[config.mk]
export PLATFORM = sky130hd
export DESIGN_NAME = serial_adder_flat
export DESIGN_NICKNAME = d
export VERILOG_FILES = /design/src/rtl/serial_adder_pkg.sv /design/src/rtl/serial_adder_if.sv /design/src/rtl/serial_adder_full_adder_bit.sv /design/src/rtl/serial_adder.sv /design/src/flat_wrapper.sv
export SDC_FILE = /design/constraint.sdc
export NUM_CORES = 1
export LEC_CHECK = 0
export BUFFER_PORTS_ARGS = -buffer_cell sky130_fd_sc_hd__buf_2
export CORE_MARGIN = 2
export CORE_UTILIZATION = 30
export CTS_BUF_LIST = sky130_fd_sc_hd__clkbuf_4
export DETAILED_ROUTE_END_ITERATION = 6
export PLACE_DENSITY_LB_ADDON = 0.3
export SYNTH_ARGS = -nofsm -noshare
export SYNTH_HDL_FRONTEND = slang
export SYNTH_SLANG_ARGS = --single-unit
[constraint.sdc]
create_clock -name clk -period 3.8 [get_ports clk]
set_input_delay 0.19 -clock clk [delete_from_list [all_inputs] [get_ports clk]]
set_output_delay 0.19 -clock clk [all_outputs]
set_load 0.01 [all_outputs]
[src/rtl/serial_adder_pkg.sv]
// ============================================================================
// Module      : serial_adder_pkg
// Description : Shared types for the bit-serial adder (FSM state encoding).
// Revision    : 1.0 - initial release
// ============================================================================
`default_nettype none

package serial_adder_pkg;

    typedef enum logic [1:0] {
        ST_IDLE  = 2'd0,
        ST_SHIFT = 2'd1,
        ST_DONE  = 2'd2
    } state_t;

endpackage : serial_adder_pkg

`default_nettype wire

[src/rtl/serial_adder_if.sv]
// ============================================================================
// Module      : serial_adder_if
// Description : start/busy/done request interface of the bit-serial adder.
// Revision    : 1.0 - initial release
// ============================================================================
`default_nettype none

interface serial_adder_if #(
    parameter int WIDTH = 8
);
    logic             start;
    logic [WIDTH-1:0] a;
    logic [WIDTH-1:0] b;
    logic             cin;
    logic             busy;
    logic             done;
    logic [WIDTH-1:0] sum;
    logic             cout;

    modport master (
        output start, a, b, cin,
        input  busy, done, sum, cout
    );

    modport slave (
        input  start, a, b, cin,
        output busy, done, sum, cout
    );
endinterface : serial_adder_if

`default_nettype wire

[src/rtl/serial_adder_full_adder_bit.sv]
// ============================================================================
// Module      : halfadder / full_adder_bit
// Description : Half-adder cell and a one-bit full adder built from two of them.
// Revision    : 1.0 - initial release
// ============================================================================
`default_nettype none

module halfadder (
    input  wire logic i_a,
    input  wire logic i_b,
    output logic      o_s,
    output logic      o_c
);
    assign o_s = i_a ^ i_b;
    assign o_c = i_a & i_b;
endmodule : halfadder

module full_adder_bit (
    input  wire logic i_a,
    input  wire logic i_b,
    input  wire logic i_cin,
    output logic      o_s,
    output logic      o_cout
);
    logic w_s1;
    logic w_c1;
    logic w_c2;

    halfadder u_ha0 (.i_a(i_a),  .i_b(i_b),   .o_s(w_s1), .o_c(w_c1));
    halfadder u_ha1 (.i_a(w_s1), .i_b(i_cin), .o_s(o_s),  .o_c(w_c2));

    assign o_cout = w_c1 | w_c2;
endmodule : full_adder_bit

`default_nettype wire

[src/rtl/serial_adder.sv]
// ============================================================================
// Module      : serial_adder
// Description : Bit-serial WIDTH-bit adder, LSB first, one bit per clock.
// Revision    : 1.0 - initial release
// ============================================================================
`default_nettype none

module serial_adder
    import serial_adder_pkg::*;
#(
    parameter int WIDTH = 8
) (
    input  wire logic     clk,
    input  wire logic     rst_n,
    serial_adder_if.slave bus
);
    localparam int                 c_cnt_w = $clog2(WIDTH + 1);
    localparam logic [c_cnt_w-1:0] c_last  = c_cnt_w'(WIDTH - 1);

    state_t             r_state;
    logic [WIDTH-1:0]   r_a_sr;
    logic [WIDTH-1:0]   r_b_sr;
    logic [WIDTH-1:0]   r_s_sr;
    logic               r_c;
    logic [c_cnt_w-1:0] r_cnt;
    logic               r_busy;
    logic               r_done;
    logic [WIDTH-1:0]   r_sum;
    logic               r_cout;

    logic               w_s_bit;
    logic               w_c_next;
    logic [WIDTH-1:0]   w_s_next;
    logic               w_unused;

    full_adder_bit u_fa (
        .i_a    (r_a_sr[0]),
        .i_b    (r_b_sr[0]),
        .i_cin  (r_c),
        .o_s    (w_s_bit),
        .o_cout (w_c_next)
    );

    // Partial-sum register after shifting the new bit into the MSB.
    generate
        if (WIDTH == 1) begin : g_snext_w1
            assign w_s_next = w_s_bit;
        end else begin : g_snext_wn
            assign w_s_next = {w_s_bit, r_s_sr[WIDTH-1:1]};
        end
    endgenerate

    assign w_unused = r_s_sr[0];

    always_ff @(posedge clk or negedge rst_n) begin
        if (!rst_n) begin
            r_state <= ST_IDLE;
            r_a_sr  <= '0;
            r_b_sr  <= '0;
            r_s_sr  <= '0;
            r_c     <= 1'b0;
            r_cnt   <= '0;
            r_busy  <= 1'b0;
            r_done  <= 1'b0;
            r_sum   <= '0;
            r_cout  <= 1'b0;
        end else begin
            case (r_state)
                ST_IDLE, ST_DONE: begin
                    r_done <= 1'b0;
                    if (bus.start) begin
                        r_a_sr  <= bus.a;
                        r_b_sr  <= bus.b;
                        r_c     <= bus.cin;
                        r_cnt   <= '0;
                        r_busy  <= 1'b1;
                        r_state <= ST_SHIFT;
                    end else begin
                        r_state <= ST_IDLE;
                    end
                end
                ST_SHIFT: begin
                    r_c    <= w_c_next;
                    r_a_sr <= r_a_sr >> 1;
                    r_b_sr <= r_b_sr >> 1;
                    r_s_sr <= w_s_next;
                    r_cnt  <= r_cnt + c_cnt_w'(1);
                    if (r_cnt == c_last) begin
                        r_sum   <= w_s_next;
                        r_cout  <= w_c_next;
                        r_done  <= 1'b1;
                        r_busy  <= 1'b0;
                        r_state <= ST_DONE;
                    end
                end
                default: begin
                    r_busy  <= 1'b0;
                    r_done  <= 1'b0;
                    r_state <= ST_IDLE;
                end
            endcase
        end
    end

    assign bus.busy = r_busy;
    assign bus.done = r_done;
    assign bus.sum  = r_sum;
    assign bus.cout = r_cout;
endmodule : serial_adder

`default_nettype wire
[src/flat_wrapper.sv]
// flat-port wrapper written by rule: the top's interface ports become plain ports
module serial_adder_flat import serial_adder_pkg::*;
#(
    parameter int WIDTH = 8
)
  (clk, rst_n, bus_start, bus_a, bus_b, bus_cin, bus_busy, bus_done, bus_sum, bus_cout);
  serial_adder_if #(.WIDTH(WIDTH)) bus_i ();
  input  wire logic clk;
  input  wire logic rst_n;
  input wire logic [$bits(bus_i.start)-1:0] bus_start;
  input wire logic [$bits(bus_i.a)-1:0] bus_a;
  input wire logic [$bits(bus_i.b)-1:0] bus_b;
  input wire logic [$bits(bus_i.cin)-1:0] bus_cin;
  output wire logic [$bits(bus_i.busy)-1:0] bus_busy;
  output wire logic [$bits(bus_i.done)-1:0] bus_done;
  output wire logic [$bits(bus_i.sum)-1:0] bus_sum;
  output wire logic [$bits(bus_i.cout)-1:0] bus_cout;
  assign bus_i.start = bus_start;
  assign bus_i.a = bus_a;
  assign bus_i.b = bus_b;
  assign bus_i.cin = bus_cin;
  assign bus_busy = bus_i.busy;
  assign bus_done = bus_i.done;
  assign bus_sum = bus_i.sum;
  assign bus_cout = bus_i.cout;
  serial_adder #(.WIDTH(WIDTH)) u_core (.clk(clk), .rst_n(rst_n), .bus(bus_i));
endmodule
Word-level counts from Yosys, hierarchy flattened:

Cells that the tools add are included.

* add/sub/neg operators: 1
* $mul: 0
* divide/modulo/power cells: 0
* magnitude comparators: 0
* eq/ne operators: 5
* shifts and indexed selects: 0
* multiplexer cells: 16
* bitwise gates (word level): 5
* reductions and logical operators: 6

Operators by type and width (number)
* 8-bit one-hot mux with 2 select lines: 2
* 8-bit 2-to-1 mux: 2
* 4-bit one-hot mux with 2 select lines: 1
* 1-bit 2-to-1 mux: 6
* 2-bit AND reduction: 3
* 4-bit by 1-bit adder with 4-bit output (second input constant): 1
* 4-bit by 3-bit equality test with 1-bit output (second input constant): 1
* 4-bit 2-to-1 mux: 1
* 1-bit one-hot mux with 2 select lines: 2
* 2-bit one-hot mux with 2 select lines: 1
* 1-bit bitwise AND: 2
* 2-bit by 1-bit equality test with 1-bit output (second input constant): 1
* 2-bit equality test (second input constant): 1
* 2-bit zero test: 1
* 2-bit 2-to-1 mux: 1
* 2-bit by 1-bit inequality test with 1-bit output (second input constant): 1
* 2-bit inequality test (second input constant): 1
* 2-bit nonzero test: 1
* 2-bit OR reduction: 1
* 1-bit XOR: 2
* 1-bit bitwise OR: 1

* bits in registers: 42
* bits in latches: 0
* RAM bits: 0
* bits in read-only memories: 0
* output and inout bits: 11
* logic and storage cells: 43
* memories: 0

Logic depth before layout (Yosys ltp):

Gate-level depths: netlist (run 1).

* depth after elaboration: 4
* mapped depth: 4

By module:

Synthesis (run 1) repeated with hierarchy kept, for this count alone.

* cell total of the unflattened synthesis: 116
* area, all modules: 1739.2 µm²

Modules (own cells, without submodules)
* serial_adder: instances 1, cells each 113, area each 1707.9 µm², seq. area each 1001.0 µm²
* halfadder: instances 2, cells each 1, area each 12.5 µm², seq. area each 0.0 µm²
* full_adder_bit: instances 1, cells each 1, area each 6.3 µm², seq. area each 0.0 µm²

Worst setup path after synthesis (run 1):

Ideal clock, no wire load.

* path kind: register to register
* start: register u_core.r_state[1]
* end: register u_core.r_cout, in the netlist u_core.bus.cout
* data arrival time: 1.224 ns
* required time: 3.675 ns
* setup slack: 2.451 ns
* cell stages (with the launch flop): 5
* buffers on the path: 1
* clock period less this slack: 1.349 ns
* cells stage by stage: dfrtp_1 > nand2b_1 > buf_6 > nor2_8 > mux2_4

* word-level cells in the longest chain between the ends: 2

RTL lines
* start, declared: RTL line serial_adder.sv:20 `state_t r_state;`
* start signal, assigned: RTL line serial_adder.sv:57 `r_state <= ST_IDLE;`
* start signal, assigned: RTL line serial_adder.sv:77 `r_state <= ST_SHIFT;`
* start signal, assigned: RTL line serial_adder.sv:79 `r_state <= ST_IDLE;`
* 2-bit by 1-bit equality test with 1-bit output: RTL line serial_adder.sv:68 `case (r_state)`
* 2-bit AND reduction (no line)
* end signal, assigned: RTL line serial_adder.sv:90 `r_cout <= w_c_next;`
* end, declared: RTL line serial_adder.sv:29 `logic r_cout;`

Every way passes these cells.
A chain may end at the register's enable or synchronous reset.

Final worst setup path (run 1):

* start: register u_core.r_state[1]
* end: register u_core.r_sum[7], in the netlist u_core.bus.sum[7]

* word-level cells in the longest chain between the ends: 2

RTL lines
* 2-bit by 1-bit equality test with 1-bit output: RTL line serial_adder.sv:68
* 2-bit AND reduction (no line)
* end signal, assigned: RTL line serial_adder.sv:89 `r_sum <= w_s_next;`
* end, declared: RTL line serial_adder.sv:28 `logic [WIDTH-1:0] r_sum;`

Every way passes these cells.

==> impl_metrics.py, run 1 <==
metrics = {
    "run_status": {
        "status": "completed",
    },
    "sta": {
        "period_share": 0.412,
        "rsz0062_at_grt": "false",
        "fmax_mhz": 639,
        "finalClockSkew_ps": 9.04,
        "tns_ps": 0,
        "hold_viol": 0,
        "max_slew_margin": 0.420,
        "maxSlewViolCount": 0,
        "worst_slew_pin_slew_ps": 870,
        "period_needed_ps": 1570,
        "fin_hold_ws_ps": 74.9,
        "final-setup-viol-count": 0,
    },
    "drt": {
        "vias": 1036,
        "via_per_inst": 4.73,
        "routed_wl_um": 3000,
        "drtAntennaViolNets": 0,
        "drt-wirelength-per-cell_um": 13.7,
        "firstDrtPassIters": 4,
        "drc": 0,
        "drt_iter0_drc": 67,
    },
    "cts": {
        "cts_buffers": 5,
        "clkSinkCount": 40,
        "htreeDepth": 2,
        "cts_tree": "built",
        "clk_latency_ps": 330,
        "ctsRootBufferMaster": "clkbuf_4",
        "cts_buffer_depth": 2,
        "clkTransAtPathRegs_ps": 110,
    },
    "global_route": {
        "grt_util_all_layers": 0.106,
        "grt_max_degree": 41,
        "antenna_found_initial": 0,
        "grt_overflow": 0,
        "grt_pass1_vias": 1109,
        "grt_first_pass_wirelength_um": 5240,
    },
    "placed_design": {
        "place_congestion": 0.730,
        "numPortBuffers": 30,
        "dp_cells": 210,
        "placed_area_mm2": 0.00193,
        "hpwlAfterDp_um": 2100,
    },
    "synth": {
        "synth_seq_cells": 40,
        "ys_seq_area_frac": 0.571,
        "synth_cell_types": 21,
        "syn_nets": 136,
        "syn_area_per_cell_um2": 15.4,
        "ys_warn_count": 0,
        "synth_area_mm2": 0.00175,
        "syn-instance-count": 114,
    },
    "worst_setup_path": {
        "worstPathMaxFanout": 10,
        "rrSetupSlack_ps": 2230,
        "worst_ep_arrival_time_ps": 1790,
        "cp.required_ps": 4020,
        "critical_path_class": "reg -> reg",
        "start_kind": "register",
        "endpoint_kind": "register",
    },
    "pwr": {
        "powerDensity_mw_per_mm2": 825,
        "p_leak_nw": 1.05,
        "vdd_drop_max_mv": 0.246,
        "power_w": 0.00164,
    },
    "final_layout": {
        "final_cell_area_mm2": 0.00199,
        "n_antenna_cell": 0,
        "fill_cells": 560,
        "nets": 168,
        "area_growth_pct": 13.6,
        "final_cells": 219,
        "drive_above_1_share": 0.395,
    },
    "floorplanning": {
        "die_h_um": 80.5,
        "fp.dieW_um": 80.5,
        "coreArea_mm2": 0.00557,
        "rows": 27,
        "io_pins": 31,
        "start_util": 0.315,
        "die_area_mm2": 0.00647,
    },
    "job": {
        "maxCapViolations": 0,
    },
    "worst_hold_path": {
        "hp-class": "in -> reg",
    },
}
[cell usage in the layout, fill, tap and decap left out, types with 2 or more instances in the layout]
master    Yosys  routed
mux2_2        7       7
mux2i_1       2       2
a21o_1       16      16
buf_2         0      30
dfrtp_1      40      40
nor2_8        2       2
clkbuf_4      0       7
and2b_4       2       2
a22o_1       19      19
nand2b_1      2       2
mux2_4        9       9
[critical path, cell delays in order, from the launching register on]
cell and delay, ps:
dfrtp_1 410, nand2b_1 370, nor2_8 340, mux2_4 330
[registers in the layout, indices dropped and copies added, names as in the netlist]
name             count
u_core.bus.busy      1
u_core.bus.cout      1
u_core.bus.sum       8
u_core.r_a_sr        8
u_core.r_b_sr        8
u_core.r_c           1
u_core.r_cnt         4
u_core.r_s_sr        7
u_core.r_state       2
[metrics by stage]
stage                util  setup WS [ps]
global placement    0.346           2300
CTS                 0.358           2220
finish              0.358           2230
global route        0.358           2140
detailed placement  0.346           2240
floorplan               -           2450
[cell type report]
type | count | area [um2] | area share
Timing Repair Buffer | 31 | 160 | 0.0804
Sequential cell | 40 | 1000 | 0.502
Clock inverter | 1 | 3.75 | 0.00188
Clock buffer | 7 | 52.6 | 0.0264
Tap cell | 72 | 90.1 | 0.0452
Multi-Input combinational cell | 68 | 686 | 0.344
[per-layer routing]
layer	up-vias	wire (um)	part of all wire	global-route usage
met4	0	31	0.010	0.0356
met2	35	1350	0.45	0.171
met1	512	1410	0.47	0.134
li1	484	-	-	-
met5	-	0	0	0
met3	5	208	0.069	0.0326
[worst paths after layout]
check / start / endpoint / cells after the start
worst max-delay path: u_core.r_state[1]$_DFFE_PN0P_ / u_core.bus.sum[7]$_DFFE_PN0P_ / 3
worst min-delay path: bus_a[7] / u_core.r_a_sr[7]$_DFFE_PN0P_ / 2
worst max register to register: u_core.r_state[1]$_DFFE_PN0P_ / u_core.bus.sum[7]$_DFFE_PN0P_ / 3
worst min register to register: u_core.r_cnt[3]$_DFFE_PN0P_ / u_core.r_cnt[3]$_DFFE_PN0P_ / 1
max in group asynchronous: rst_n / u_core.r_b_sr[6]$_DFFE_PN0P_ / 2
min in group asynchronous: rst_n / u_core.bus.sum[1]$_DFFE_PN0P_ / 2
[synth_stat cells (all sizes together)]
master / number / share of area
a21o: 16 / 0.068
a22o: 19 / 0.095
and2b: 2 / 0.011
buf: 6 / 0.039
dfrtp: 40 / 0.57
fa: 1 / 0.011
ha: 1 / 0.0071
mux2: 17 / 0.13
mux2i: 2 / 0.011
nand2b: 2 / 0.0071
nand3b: 2 / 0.016
nand4: 1 / 0.0036
nor2: 3 / 0.025
nor2b: 1 / 0.0036
o21ai: 1 / 0.0029
[cell families after synthesis]
kind of cell / synth area share
muxes: 0.140
buffers and inverters: 0.0385
AOI/OAI and AO/OA: 0.166
DFF: 0.571
adders and majority gates: 0.0185
and+or+nand+nor: 0.0663
[power breakdown]
group | leakage, nW | switching (W) | internal, W
combinational | 0.523 | 0.000296 | 0.000387
sequential | 0.494 | 0.000127 | 0.000624
clock | 0.0338 | 0.000125 | 0.0000856
[repair_timing]
| item | CTS | global route |
|---|---|---|
| resized for setup | 0 | 0 |
| hold endpoints to repair | 40 | 0 |
| hold buffers | 1 | 0 |
| buffers inserted | 0 | 0 |
Power figures use the tool's default switching activity.
==> inputs of run 2 (changes only) <==
Settings changed: ABC_AREA set to 1.
Clock period 3.8 ns to 1.3 ns, I/O delays scaled along.
==> run 2 against run 1 <==
Compared with the run above: combinational power increased to 3.3 times the previous value; sequential cell count did not move; final cell count up 63%; fmax up 31%; power grew to 3.2 times the previous value; via count rose by 43%; non-clock buffer count is 26 higher; first-iteration DRC count decreased by 10%; critical path depth increased by 3; wire length rose by 16%.
==> impl_metrics.py, run 2 <==
metrics = {
    "worst_setup_path": {
        "worst_ep_arrival_time_ps": 1490,
        "start_kind": "register",
        "cp.required_ps": 1600,
        "worstPathMaxFanout": 9,
        "critical_path_class": "reg -> reg",
        "endpoint_kind": "register",
    },
    "synth": {
        "synth.most_common_cell": "nand2_1",
        "ys_warn_count": 0,
        "syn_area_per_cell_um2": 8.14,
        "synth_top_area_frac": 0.551,
        "synth_area_leaders": "dfrtp_1, nand2_1, inv_1",
        "ys_top_cells_by_count": "nand2_1, dfrtp_1, inv_1",
        "synth_ff_type": "dfrtp_1",
        "postSynth.asyncResetShare": 1.00,
        "synth_cell_types": 18,
        "synth_area_mm2": 0.00182,
        "ys_seq_area_frac": 0.551,
        "synth_seq_cells": 40,
        "syn_nets": 245,
        "synth_top_area_cell": "dfrtp_1",
        "synth_edf_count": 0,
        "syn-instance-count": 223,
    },
    "sta": {
        "maxSlewViolCount": 0,
        "rsz0062_at_grt": "false",
        "worst_slew_pin_slew_ps": 247,
        "fin_hold_ws_ps": 12.4,
        "tns_ps": 0,
        "max_slew_margin": 0.835,
        "finalClockSkew_ps": 8.95,
        "period_share": 0.920,
        "timing.final.ws_setup_ps": 104,
        "period_needed_ps": 1200,
        "final-setup-viol-count": 0,
        "hold_viol": 0,
        "fmax_mhz": 836,
    },
    "pwr": {
        "p_int_w": 0.00320,
        "p_sw_w": 0.00203,
        "p_seq_frac": 0.416,
        "p_comb_frac": 0.426,
        "vdd_drop_max_mv": 0.960,
        "power_w": 0.00523,
        "powerDensity_mw_per_mm2": 2180,
        "p_leak_nw": 1.32,
        "switching_share": 0.388,
        "p_clk_frac": 0.158,
    },
    "global_route": {
        "grt_max_degree": 41,
        "grt_util_all_layers": 0.122,
        "grt_pass1_vias": 1438,
        "grt_first_pass_wirelength_um": 6290,
        "grt_overflow": 0,
        "antenna_found_initial": 0,
    },
    "drt": {
        "routed_wl_um": 3490,
        "vias": 1486,
        "drc": 0,
        "via_per_inst": 4.16,
        "firstDrtPassIters": 4,
        "drtAntennaViolNets": 0,
        "drt-wirelength-per-cell_um": 9.79,
        "drt_iter0_drc": 60,
    },
    "placed_design": {
        "place_congestion": 0.697,
        "hpwlAfterDp_um": 2290,
        "dpl_worst_slack_ps": 77.5,
        "numPortBuffers": 30,
    },
    "final_layout": {
        "final-seq-area_mm2": 0.00100,
        "fill_cells": 632,
        "mostFrequentLayoutCells": "nand2_1, dfrtp_1, buf_2",
        "layout_commonest_cell": "nand2_1",
        "area_growth_pct": 32.4,
        "n_antenna_cell": 0,
        "multi_input_area_um2": 687,
        "nets": 303,
        "drive_above_1_share": 0.216,
    },
    "floorplanning": {
        "die_area_mm2": 0.00669,
        "coreArea_mm2": 0.00589,
        "rows": 28,
        "io_pins": 31,
        "die_h_um": 81.8,
        "start_util": 0.308,
        "fp.dieW_um": 81.8,
    },
    "cts": {
        "clk_latency_ps": 350,
        "htreeDepth": 2,
        "cts_buffers": 5,
        "clkTransAtPathRegs_ps": 120,
        "cts_buffer_depth": 2,
        "ctsRootBufferMaster": "clkbuf_4",
        "clkSinkCount": 40,
        "cts_tree": "built",
    },
    "job": {
        "maxCapViolations": 0,
    },
    "run_status": {
        "status": "completed",
    },
    "worst_hold_path": {
        "hp-class": "in -> reg",
    },
}
[run 2: cell types whose count changed after synthesis, sizes merged, moves of 2 or more]
cell,change
a21o,-16
mux2i,-2
nor2,+2
nand2,+123
o21ai,+5
a21oi,+2
nand3,+13
and2b,-2
nand2b,-2
nand3b,-2
inv,+24
mux2,-17
a22o,-19
[run 2: final timing paths]
| check | from | end | slack, ps | depth (start not counted) |
|---|---|---|---|---|
| setup / recovery | u_core.r_cnt[0]$_DFFE_PN0P_ | u_core.bus.sum[5]$_DFFE_PN0P_ | 100 | 6 |
| hold / removal | bus_a[5] | u_core.r_a_sr[5]$_DFFE_PN0P_ | 10 | 5 |
| setup reg to reg | u_core.r_cnt[0]$_DFFE_PN0P_ | u_core.bus.sum[5]$_DFFE_PN0P_ | 100 | 6 |
| hold reg to reg | u_core.bus.sum[4]$_DFFE_PN0P_ | u_core.bus.sum[4]$_DFFE_PN0P_ | 480 | 2 |
| max in group asynchronous | rst_n | u_core.r_b_sr[5]$_DFFE_PN0P_ | 890 | 3 |
| min in group asynchronous | rst_n | u_core.r_state[1]$_DFFE_PN0P_ | 210 | 3 |
[run 2: worst max-delay path, stage by stage, from the launching register on]
cell and delay, ps:
dfrtp_1 430, ha_2 220, nand2_2 80, nor2_4 130, buf_6 150, nand3_1 80
nand2_1 70
[run 2: cells by family after synthesis]
family,count (synthesis),synth area share
fa+ha+maj,2,0.0179
flops,40,0.551
buf+inv,30,0.0827
simple gates,143,0.326
compound gates,8,0.0221
[run 2: layout make-up]
| cell class | instances | share of cell area |
|---|---|---|
| multi-input cells | 153 | 0.286 |
| repair buffers | 57 | 0.188 |
| clock inverters | 2 | 0.0146 |
| clock buffers | 6 | 0.0187 |
| inverters | 24 | 0.0375 |
| well taps | 75 | 0.0390 |
| flip-flops and latches | 40 | 0.416 |
[run 2: what timing repair did]
| item | CTS | global route |
|---|---|---|
| hold buffers | 18 | 0 |
| resized for setup | 0 | 7 |
| buffers inserted | 0 | 1 |
| endpoints found under the hold margin | 57 | 0 |
| endpoints found under the setup margin | 0 | 10 |
[run 2: per-stage QoR]
stage | util | area (um2) | std cells
floorplan | - | 1820 | 223
global placement | 0.358 | 2110 | 330
detailed placement | 0.358 | 2110 | 330
CTS | 0.403 | 2370 | 356
global route | 0.408 | 2400 | 357
finish | 0.408 | 2400 | 357
[run 2: power groups by stage]
stage	clock [W]	sequential, W	combinational, W
after floorplan	0	0.00221	0.00147
after global placement	0	0.00218	0.00215
after detailed placement	0	0.00220	0.00216
after CTS	0.000868	0.00217	0.00221
after global routing	0.000905	0.00225	0.00264
final	0.000828	0.00218	0.00223
[run 2: routing by layer]
layer,routed length [um],share of wire,GRT usage
met2,1640,0.47,0.205
met4,44,0.013,0.0450
met5,0,0,0
met3,156,0.045,0.0330
met1,1650,0.47,0.149
==> inputs of run 3 (changes only) <==
Settings changed: CTS_BUF_LIST sky130_fd_sc_hd__clkbuf_4 to not set.
==> run 3 against run 2 <==
Compared with the run above: fmax increased by 2.0%; wire length shrank 3.3%; critical path depth is 1 lower; largest power group is now registers; highest routed layer unchanged.
==> impl_metrics.py, run 3 (synthesis results as in run 2) <==
metrics = {
    "final_layout": {
        "mostFrequentLayoutCells": "nand2_1, dfrtp_1, buf_2",
        "multi_input_area_um2": 674,
        "fill_cells": 645,
        "area_growth_pct": 24.5,
        "drive_above_1_share": 0.211,
        "layout_commonest_cell": "nand2_1",
        "nets": 287,
        "final-seq-area_mm2": 0.00100,
        "n_antenna_cell": 0,
    },
    "drt": {
        "vias": 1436,
        "firstDrtPassIters": 4,
        "drtAntennaViolNets": 0,
        "drt_iter0_drc": 34,
        "drt-wirelength-per-cell_um": 9.91,
        "drc": 0,
        "routed_wl_um": 3380,
        "via_per_inst": 4.21,
    },
    "global_route": {
        "grt_max_degree": 41,
        "grt_util_all_layers": 0.119,
        "antenna_found_initial": 0,
        "grt_pass1_vias": 1420,
        "grt_first_pass_wirelength_um": 6180,
        "grt_overflow": 0,
    },
    "floorplanning": {
        "die_area_mm2": 0.00669,
        "rows": 28,
        "die_h_um": 81.8,
        "start_util": 0.308,
        "coreArea_mm2": 0.00589,
        "fp.dieW_um": 81.8,
        "io_pins": 31,
    },
    "worst_setup_path": {
        "cp-startpoint": "u_core.r_a_sr[0]$_DFFE_PN0P_",
        "worstPathBufferInverterCount": 1,
        "worstPathMaxFanout": 2,
        "start_kind": "register",
        "r2r-start": "u_core.r_a_sr[0]$_DFFE_PN0P_",
        "worst_ep_arrival_time_ps": 1350,
        "cpMostUsedCell": "nand2_1",
        "cp.required_ps": 1470,
        "cp_cell_sequence": "fa_1, nand2_1, nand2_1, inv_1, nand2_1",
        "critical_path_class": "reg -> reg",
        "endpoint_kind": "register",
        "critPathTopFamily": "adder cells",
        "crit_slowest_cell": "fa_1",
        "critical_path.max_stage_delay_ps": 450,
    },
    "job": {
        "maxCapViolations": 0,
    },
    "placed_design": {
        "place_congestion": 0.697,
        "dpl_worst_slack_ps": 77.5,
        "hpwlAfterDp_um": 2290,
        "numPortBuffers": 30,
    },
    "sta": {
        "max_slew_margin": 0.833,
        "final-setup-viol-count": 0,
        "timing.final.ws_setup_ps": 127,
        "period_share": 0.902,
        "worst_slew_pin_slew_ps": 251,
        "fmax_mhz": 853,
        "finalClockSkew_ps": 8.00,
        "rsz0062_at_grt": "false",
        "period_needed_ps": 1170,
        "maxSlewViolCount": 0,
        "hold_viol": 0,
        "tns_ps": 0,
    },
    "cts": {
        "htreeDepth": 2,
        "clkTransAtPathRegs_ps": 80,
        "cts_buffer_depth": 2,
        "ctsRootBufferMaster": "clkbuf_8",
        "clkSinkCount": 40,
        "clk_latency_ps": 280,
        "cts_buffers": 5,
        "cts_tree": "built",
    },
    "pwr": {
        "powerDensity_mw_per_mm2": 2350,
        "vdd_drop_max_mv": 0.928,
        "p_leak_nw": 1.27,
    },
    "worst_hold_path": {
        "hp-class": "in -> reg",
        "min_from": "bus_start",
    },
    "run_status": {
        "status": "completed",
    },
}
==> run 3: changes by cell type in the layout (fill, tap and decap cells not counted) <==
cell           change
nand3_2            -2
clkbuf_1           +1
clkbuf_8           +5
clkbuf_4           -6
nand2_2            -1
dlygate4sd3_1     -15
nand3_1            +2
nand2_1            +1
buf_4              -1
==> run 3: final timing paths <==
kind                                                      end  slack [ps]  depth (start not counted)
worst min-delay path            u_core.r_state[0]$_DFFE_PN0P_          40                          3
worst max-delay path                   u_core.r_c$_DFFE_PN0P_         130                          5
max in group asynchronous        u_core.r_b_sr[5]$_DFFE_PN0P_         820                          3
min in group asynchronous       u_core.r_state[1]$_DFFE_PN0P_         270                          3
worst min register to register  u_core.bus.sum[4]$_DFFE_PN0P_         470                          2
worst max register to register         u_core.r_c$_DFFE_PN0P_         130                          5
==> run 3: metal layers <==
| metal | vias to the layer above | share of wire | track usage |
|---|---|---|---|
| li1 | 754 | - | - |
| met1 | 648 | 0.47 | 0.147 |
| met2 | 30 | 0.48 | 0.203 |
| met3 | 4 | 0.049 | 0.0330 |
| met4 | 0 | 0.0071 | 0.0300 |
| met5 | - | 0 | 0 |
==> run 3: through the flow <==
| step | utilization | total power, W | hold WS (ps) | cell area, um2 | cells |
|---|---|---|---|---|---|
| detailed placement | 0.358 | 0.00436 | 53.4 | 2110 | 330 |
| global placement | 0.358 | 0.00433 | 54.5 | 2110 | 330 |
| floorplan | - | 0.00368 | -231 | 1820 | 223 |
| finish | 0.384 | 0.00532 | 43.7 | 2260 | 341 |
| global route | 0.384 | 0.00589 | 73.7 | 2260 | 341 |
| CTS | 0.382 | 0.00538 | 35.1 | 2250 | 341 |
==> run 3: cell type report <==
cell class	instances	share of cell area
timing repair buffer	41	0.130
inverter	24	0.0398
clock inverter	2	0.0155
tap	75	0.0415
clock buffer	6	0.0321
sequential	40	0.443
multi-input combinational	153	0.298
==> run 3: worst register-to-register path, delay by kind of cell (launching register included) <==
family | cells | cell delay (ps)
adders and majority gates | 1 | 450
DFF | 1 | 410
and+or+nand+nor | 3 | 170
buffers and inverters | 1 | 40
==> run 3: power breakdown <==
| part | internal, W | switching, W | leakage [nW] |
|---|---|---|---|
| sequential | 0.00181 | 0.000370 | 0.502 |
| combinational | 0.000926 | 0.00123 | 0.710 |
| clock | 0.000570 | 0.000414 | 0.0552 |
| total | 0.00330 | 0.00201 | 1.27 |
==> run 3: timing repair <==
action | 4_1_cts | 5_1_grt
setup buffers | 0 | 0
hold endpoints to repair | 42 | 0
gates resized for setup | 0 | 4
hold buffers | 3 | 0
setup endpoints to repair | 0 | 9
